===== config.mk =====
export PLATFORM = sky130hd
export DESIGN_NAME = fp_merge_arb
export DESIGN_NICKNAME = d
export VERILOG_FILES = /design/src/rtl/fp_merge_arb_pkg.sv /design/src/rtl/fp_arb_rrsel.sv /design/src/rtl/fp_merge_arb.sv
export SDC_FILE = /design/constraint.sdc
export NUM_CORES = 1
export LEC_CHECK = 0
export CORE_UTILIZATION = 43
export CTS_CLUSTER_SIZE = 30
export DETAILED_ROUTE_END_ITERATION = 10
export HOLD_SLACK_MARGIN = 0.06
export PLACE_DENSITY_LB_ADDON = 0.08
export SYNTH_ARGS = -nofsm -noshare
export SYNTH_HDL_FRONTEND = slang
export SYNTH_SLANG_ARGS = --single-unit

===== constraint.sdc =====
create_clock -name CLK -period 1.58 [get_ports CLK]
set_clock_uncertainty 0.1 [all_clocks]
set_input_delay 0.158 -clock CLK [delete_from_list [all_inputs] [get_ports CLK]]
set_output_delay 0.158 -clock CLK [all_outputs]
set_load 0.01 [all_outputs]

===== src/rtl/fp_merge_arb_pkg.sv =====
// Shared types for the two-input four-phase merge arbiter.
// Holds the handshake FSM state encoding and the default counter width.
package fp_merge_arb_pkg;

  localparam int CNT_W_DEF = 8;

  typedef enum logic [1:0] {
    IDLE = 2'd0,
    SEND = 2'd1,
    ACK  = 2'd2
  } state_t;

endpackage


===== src/rtl/fp_arb_rrsel.sv =====
// Two-way round-robin selector: on a tie the requester not granted last wins,
// otherwise the lone requester wins.
module fp_arb_rrsel (
  input  logic [1:0] req,
  input  logic       last,
  output logic       grant
);

  always_comb begin
    grant = 1'b0;
    if (req == 2'b11) begin
      grant = ~last;
    end else if (req[1]) begin
      grant = 1'b1;
    end
  end

endmodule


===== src/rtl/fp_merge_arb.sv =====
// Merges two four-phase requesters onto one downstream stage, forwarding or
// eliminating each granted packet according to its keep flag.
module fp_merge_arb
  import fp_merge_arb_pkg::*;
#(
  parameter int CNT_W = CNT_W_DEF
) (
  input  logic             CLK,
  input  logic             MR,
  input  logic             Send_in0,
  input  logic             Send_in1,
  input  logic             Exb0,
  input  logic             Exb1,
  output logic             Ack_out0,
  output logic             Ack_out1,
  output logic             Send_out,
  input  logic             Ack_in,
  output logic             Sel,
  output logic             CP,
  output logic [CNT_W-1:0] Elim_cnt
);

  localparam logic [CNT_W-1:0] CNT_MAX = {CNT_W{1'b1}};

  state_t           state_reg, state_next;
  logic             sel_reg, sel_next;
  logic             last_reg, last_next;
  logic             cp_reg, cp_next;
  logic             send_reg, send_next;
  logic [1:0]       ack_reg, ack_next;
  logic [CNT_W-1:0] cnt_reg, cnt_next;

  logic [1:0]       req;
  logic             grant;
  logic             exb_grant;
  logic             req_sel;

  assign req       = {Send_in1, Send_in0};
  assign exb_grant = grant ? Exb1 : Exb0;
  assign req_sel   = sel_reg ? Send_in1 : Send_in0;

  fp_arb_rrsel u_rrsel (
    .req   (req),
    .last  (last_reg),
    .grant (grant)
  );

  // last_reg resets to 1 so that requester 0 wins the first tie.
  always_ff @(posedge CLK or posedge MR) begin
    if (MR) begin
      state_reg <= IDLE;
      sel_reg   <= 1'b0;
      last_reg  <= 1'b1;
      cp_reg    <= 1'b0;
      send_reg  <= 1'b0;
      ack_reg   <= 2'b00;
      cnt_reg   <= '0;
    end else begin
      state_reg <= state_next;
      sel_reg   <= sel_next;
      last_reg  <= last_next;
      cp_reg    <= cp_next;
      send_reg  <= send_next;
      ack_reg   <= ack_next;
      cnt_reg   <= cnt_next;
    end
  end

  always_comb begin
    state_next = state_reg;
    sel_next   = sel_reg;
    last_next  = last_reg;
    cp_next    = 1'b0;
    send_next  = send_reg;
    ack_next   = ack_reg;
    cnt_next   = cnt_reg;
    case (state_reg)
      IDLE: begin
        if (|req) begin
          sel_next  = grant;
          last_next = grant;
          cp_next   = 1'b1;
          if (exb_grant) begin
            state_next = SEND;
            send_next  = 1'b1;
          end else begin
            state_next = ACK;
            ack_next   = grant ? 2'b10 : 2'b01;
            if (cnt_reg != CNT_MAX) begin
              cnt_next = cnt_reg + CNT_W'(1);
            end
          end
        end
      end
      SEND: begin
        if (Ack_in) begin
          state_next = ACK;
          send_next  = 1'b0;
          ack_next   = sel_reg ? 2'b10 : 2'b01;
        end
      end
      ACK: begin
        if (!req_sel && !Ack_in) begin
          state_next = IDLE;
          ack_next   = 2'b00;
        end
      end
      default: begin
        state_next = IDLE;
        send_next  = 1'b0;
        ack_next   = 2'b00;
      end
    endcase
  end

  assign Ack_out0 = ack_reg[0];
  assign Ack_out1 = ack_reg[1];
  assign Send_out = send_reg;
  assign Sel      = sel_reg;
  assign CP       = cp_reg;
  assign Elim_cnt = cnt_reg;

endmodule


==> results of run 1 <==
-- kinds of logic after synthesis --
group	share of synthesized area, %
and+or+nand+nor	17.7
AOI/OAI and AO/OA	18.8
DFF	48.3
xor gates and xnor gates	5.26
muxes	6.62
buffers and inverters	1.80
adders and majority gates	1.50
-- path summary, 6_finish.rpt --
check | endpoint | slack (ns) | depth (start not counted)
worst min register to register | ack_reg[1] | 0.42 | 1
worst max-delay path | ack_reg[0] | -0.1 | 4
min in group asynchronous | state_reg[1] | 0.63 | 4
worst max register to register | ack_reg[0] | -0.1 | 4
worst min-delay path | ack_reg[1] | 0.42 | 1
max in group asynchronous | last_reg | 0.50 | 4
-- cells in the final DEF, fill, tap and decap left out, drive strengths merged --
| master | n |
|---|---|
| o2111a | 1 |
| nor2 | 6 |
| clkbuf | 4 |
| a41oi | 1 |
| mux2i | 1 |
| a21bo | 1 |
| dlymetal6s2s | 3 |
| o31a | 1 |
| dlygate4sd3 | 1 |
| a31oi | 2 |
| ha | 1 |
| nand4 | 2 |
| dfstp | 1 |
| buf | 22 |
| o32ai | 3 |
| nand2 | 7 |
| and2b | 1 |
| inv | 4 |
| xnor2 | 5 |
| a21oi | 1 |
| and3 | 5 |
| nor3b | 1 |
| o21ai | 2 |
| a22o | 1 |
| clkdlybuf4s50 | 16 |
| nand3 | 5 |
| mux2 | 4 |
| nor2b | 1 |
| o21a | 2 |
| or2 | 1 |
| o211ai | 1 |
| dfrtp | 15 |
-- critical path, cell delays in order (launching register included) --
cell and delay (ns):
sky130_fd_sc_hd__dfstp_2 0.57, sky130_fd_sc_hd__a21bo_2 0.23, sky130_fd_sc_hd__mux2i_4 0.28, sky130_fd_sc_hd__o32ai_4 0.12
sky130_fd_sc_hd__mux2_2 0.28
-- timing repair --
action                                 in CTS  in global routing
gates resized for setup                     1                 13
buffers inserted                            3                  2
pin swaps                                   1                  2
endpoints found under the hold margin       8                  0
gates cloned                                0                  0
hold buffers                                1                  0
setup endpoints to repair                   6                 17
-- final cells by class --
cell class	count	share of cell area (%)
inverter	4	1.14
multi-input combinational	56	35.7
tap	25	2.37
sequential	16	30.6
clock buffer	4	1.99
timing repair buffer	42	28.2
-- metal layers --
layer	GRT usage, %	vias up
met1	28.0	356
met2	31.0	24
met5	0	-
met4	8.82	0
li1	-	373
met3	5.95	8
-- power by group --
| part | leakage (nW) | internal [mW] | switching [mW] | total [mW] |
|---|---|---|---|---|
| Clock | 0.0150 | 0.0982 | 0.132 | 0.230 |
| Sequential | 0.199 | 0.581 | 0.135 | 0.716 |
| Combinational | 0.417 | 0.699 | 0.508 | 1.21 |
| Total | 0.631 | 1.38 | 0.774 | 2.15 |
==> results.txt, run 1 <==
* Smallest setup slack after layout: -0.0986 ns
- Root cell of the clock tree: sky130_fd_sc_hd__clkbuf_4
- Reg-to-Reg Start: last_reg
- CTS built an H-tree with a depth of 1.
- Summing all multi-input logic gate instances after layout gives 472 sq um.
- Number of nets with antenna violations after routing: 0
- The die covers 2120 sq um.
- Sequential element share of the synthesized area: 48.3%
- Hold Crit Class: register to register
- Slew at the pin closest to its max-slew limit: 0.370 ns
- Power spread over the standard cell area amounts to 1630 nW/um^2.
- The final layout contains 131 nets.
- Share of Yosys cell area claimed by the top area cell type: 45.1%
* Number of violations reported at the end of detailed-routing iteration 0: 16
- Synthesized netlist cell count: 76
- The initial utilization of the core area, before any placement, comes to 47.2%.
* Worst path required time: 1.67 ns
* Global-route wire length before repair: 3.03 mm
- After synthesis the netlist holds a flip-flop and latch count of 16.
* EDFF count, synth: 0
- Total routed wire length on the met1 layer: 886 um
- The worst path uses 106% of the clock period.
- For the worst setup path, the data arrival time is 1.76 ns.
* Number of endpoints failing setup at the final stage: 10
- Summed over all nets, the half-perimeter wirelength after detailed placement is 1.34 mm.
- Once layout is done, the placed cells without fillers occupy 1320 sq um.
- Setup Total Neg Slack: -0.457 ns
* Per-instance average area after synthesis: 10.9 sq um
* Cell types with the highest counts after synthesis: 15 x sky130_fd_sc_hd__dfrtp_1, 7 x sky130_fd_sc_hd__nand2_1, 6 x sky130_fd_sc_hd__nor2_1
* Maximum clock path buffer count: 2
- Final max-slew violation count: 0
- Total via count in the routed design: 761
* RSZ-0062 raised after global routing: true
- Overall global routing resource usage: 20.8%
- The number of hold-slack violations in the final timing report came to 0.
- Number of clock sinks: 16
* Total congestion overflow: 0
* Failing checks: setup timing
- In this run the worst path has a maximum fanout of 4.
- The register with the most flip-flops in the layout has 8 of them.
* Post-synth top flop: sky130_fd_sc_hd__dfrtp_1
- After detailed placement, the design holds a cell count of 137.
* First-pass iteration count of the detailed router: 4
- Count of distinct cell types in the synthesized netlist: 30
* Insertion delay to the later sink of the worst-skew pair: 0.29 ns
- Most area-hungry cell type in the Yosys netlist: sky130_fd_sc_hd__dfrtp_1
- After detailed routing, the number of vias per cell comes to 5.18.
- Hold is met by 0.421 ns.
- Chip height: 46.0 um
* Cell area after technology mapping: 832 sq um
- DRC violations left: 0
- Once placement finished, the instance area stood at 1180 sq um.
- Clock tree from TritonCTS: built
* Number of antenna violations at the first check in global routing: 0
* Post-layout util: 74.9%
- Total length of routed met3 wires: 97 um
* Via count of the first global-routing pass: 690
- During placement, the flow inserted port buffers numbering 19.
- Final WL: 2.03 mm
* Routed len/inst: 13.8 um
* Worst hold path startpoint: ack_reg[1]
* Number of fillers in the final layout: 139
- Row Count: 15
* Num ports: 20
- By startpoint and endpoint, the worst setup path is classified as register to register.
- Cells with a size suffix above 1 make up 36.9% of the layout.
- Sequential cell area: 404 sq um
* Outcome: finished with violations
* Area of the core: 1760 sq um
- STA classifies the critical path startpoint as a register.
- Total power after layout: 2.15 mW
- The analysis attributes to cell leakage a power of 0.631 nW.
* Worst slew slack as a fraction of its limit: 75.3%
* Share of flip-flops with an asynchronous set or reset after synthesis: 100%
- Placement Setup Slack: -0.333 ns
- Across the run, the number of max-cap violations was 0.
* Dominant cell by count in the synthesized netlist: sky130_fd_sc_hd__dfrtp_1
- Final Non-Filler Cells: 147
* Count of warnings emitted by yosys: 0
* Leading post-synthesis cells by cell area: sky130_fd_sc_hd__dfrtp_1 45%, sky130_fd_sc_hd__mux2_2 5.4%, sky130_fd_sc_hd__xnor2_1 5.3%
* VDD IR max: 1280 uV
* Minimum clock period: 1.68 ns
* Final RePlAce weighted congestion: 0.810
* Clock-pin slew reported for the worst setup and hold paths after clock tree synthesis: 0.10 ns
- Summed over all nets, wire length on met2 after detailed routing comes to 999 um.
* Number of inserted diodes: 0
* Chip Width: 46.0 um
* Layout Area Growth over Synthesis: 58.8%
- Signal routing reaches up to met4.
- Pin count of the biggest net entering global routing: 17
* Post-Syn Nets: 84
* Timing-limited maximum frequency: 596 MHz
- In this run the worst setup path begins at last_reg.
- Endpoint kind of the worst setup timing path: register
- Clock buffers created by TritonCTS: 3
No activity file was read; power rests on OpenSTA's default activity.
==> run 2, diff against run 1 <==
Settings changed: CORE_MARGIN set to 2, CORE_UTILIZATION 43 to 30.
==> run 2 against run 1 <==
The run still ends with setup timing left. Sequential share of layout area down 0.72 points. First-iteration DRC count down 31%. Critical path depth increased by 1. Fmax increased by 3.7%. Critical path type unchanged.
==> results.txt, run 2 (synthesis gave the netlist of run 1 again) <==
- Chip Width: 56.7 um
* Gate family responsible for the most delay along the worst path: flip-flops
- Summing all placed instances gives a cell area of 1210 sq um.
- Final max-slew violation count: 0
- Pin count of the biggest net entering global routing: 17
- Cells with a size suffix above 1 make up 37.3% of the layout.
* Kind of start point of the critical path: register
- For this run, the share of the core covered by cells in the final layout is 50.2%.
- Row Count: 19
- Summed over all nets, the half-perimeter wirelength after detailed placement is 1.42 mm.
* RSZ-0062 raised after global routing: true
- Smallest setup slack after layout: -0.0393 ns
* Total congestion overflow: 0
- Timing would allow up to 618 MHz.
* Net total in the final layout: 135
- Outcome: finished with violations
* Critical Path Slowest Stage Cell: sky130_fd_sc_hd__dfstp_2
* DIE AREA: 3210 sq um
* Worst path required time: 1.67 ns
- During placement, the flow inserted port buffers numbering 19.
- Commonest non-fill, non-tap cells in the layout: 25 x sky130_fd_sc_hd__buf_4, 14 x sky130_fd_sc_hd__dfrtp_1, 14 x sky130_fd_sc_hd__clkdlybuf4s50_1
* DRC violations left: 0
- In the routed layout, each cell is associated on average with a via count of 4.81.
- Data arrival at the endpoint of the critical path: 1.71 ns
* Clock buffers created by TritonCTS: 3
- Slew at the pin closest to its max-slew limit: 0.264 ns
- Number of nets with antenna violations after routing: 0
- Across the VDD grid, the largest voltage drop is 794 uV.
- Worst-path cell chain: a21bo_4 -> o32ai_4 -> buf_12 -> o211ai_2 -> mux2_2
* Worst slew slack as a fraction of its limit: 82.4%
- Clock-pin slew reported for the worst setup and hold paths after clock tree synthesis: 0.11 ns
- Pin placement for this block handled 20 I/O pins.
- Endpoint kind of the worst setup timing path: register
- The worst path uses 102% of the clock period.
* Final WL: 1.94 mm
- Routed len/inst: 12.4 um
* Crit-path max cell delay: 0.58 ns
- Number of inserted diodes: 0
- The clock drives 16 sinks.
- Max FFs per register: 8
- Number of endpoints failing setup at the final stage: 5
* Static Leak: 0.620 nW
- Minimum clock period: 1.62 ns
* Chip height: 56.7 um
- The via count of the first global-routing pass was 723.
- The finished cells cover 1350 sq um.
- CTS built an H-tree with a depth of 1.
* Number of antenna violations at the first check in global routing: 0
- The initial utilization of the core area, before any placement, comes to 31.0%.
- TritonCTS built the clock tree.
* Most common library cell in the layout ignoring fill and taps: sky130_fd_sc_hd__buf_4
- Adding up every negative setup slack in the final design gives -0.143 ns.
- Layout Area Growth over Synthesis: 62.1%
- Critical path start-end classification: register to register
- Final RePlAce weighted congestion: 0.829
* Root cell of the clock tree: sky130_fd_sc_hd__clkbuf_4
- Number of violations reported at the end of detailed-routing iteration 0: 11
- Global-route wire length before repair: 3.35 mm
* Failing checks: setup timing
- For the worst-skew pair, the clock arrives at the later sink with an insertion delay of 0.30 ns.
- Placement Setup Slack: -0.388 ns
- The longest clock path from root to sink contains 2 buffers.
- First-pass iteration count of the detailed router: 4
* Power per Cell Area: 1630 nW/um^2
- Final count of hold timing violations: 0
- Max Fanout on Critical Path: 7
- Overall global routing resource usage: 13.7%
- Hold Crit Class: register to register
- Across all layers, the routed design uses 755 vias.
- Count of maximum capacitance violations: 0
- Buf/Inv on CP: 1
- The total area inside the core boundary comes to 2690 sq um.
==> run 2: cell types whose count changed in the layout (fill, tap and decap cells not counted), sizes merged <==
cell	delta
dlymetal6s2s	-3
dlygate4sd2	+5
buf	+4
clkdlybuf4s50	-2
==> run 2: power breakdown <==
group	internal (mW)	leakage (nW)	switching, mW	total (mW)
Clock	0.0983	0.0150	0.146	0.244
Sequential	0.579	0.200	0.121	0.700
Combinational	0.740	0.405	0.510	1.25
Total	1.42	0.620	0.777	2.19
==> run 2: final cells by class <==
cell class,instances,area (sq um)
clock buffers,4,26.3
fillers,258,1340
inverters,4,15.0
multi-input cells,56,464
flip-flops and latches,16,403
well taps,31,38.8
repair buffers,46,402
==> run 2: final timing paths <==
path	start	to	slack, ns	depth (start not counted)
setup reg to reg	last_reg	Elim_cnt[1]	-0.04	5
max in group asynchronous	MR	last_reg	0.52	4
setup / recovery	last_reg	Elim_cnt[1]	-0.04	5
hold / removal	Elim_cnt[2]	Elim_cnt[2]	0.42	1
min in group asynchronous	MR	Elim_cnt[0]	0.60	4
hold reg to reg	Elim_cnt[2]	Elim_cnt[2]	0.42	1
==> run 2: repair_timing <==
item,CTS,global route
gates resized for setup,13,2
buffers inserted,2,4
setup endpoints to repair,13,9
pin swaps,2,1
hold buffers,1,0
hold endpoints to repair,8,0
==> run 2: metrics by stage <==
stage	total power, mW	hold slack, ns	cells
after detailed placement	1.82	0.390	146
final	2.19	0.416	157
after floorplan	1.26	-0.0290	76
after global placement	1.82	0.380	146
after CTS	2.15	0.365	153
after global routing	2.36	0.440	157
==> run 2: per-layer routing <==
layer,wire length [um],share of wire [%],vias to the layer above,global-route usage (%)
met1,1030,53,355,21.0
li1,-,-,381,-
met3,83,4.3,5,3.23
met2,786,41,14,17.3
met5,0,0,-,0
met4,38,2.0,0,7.14
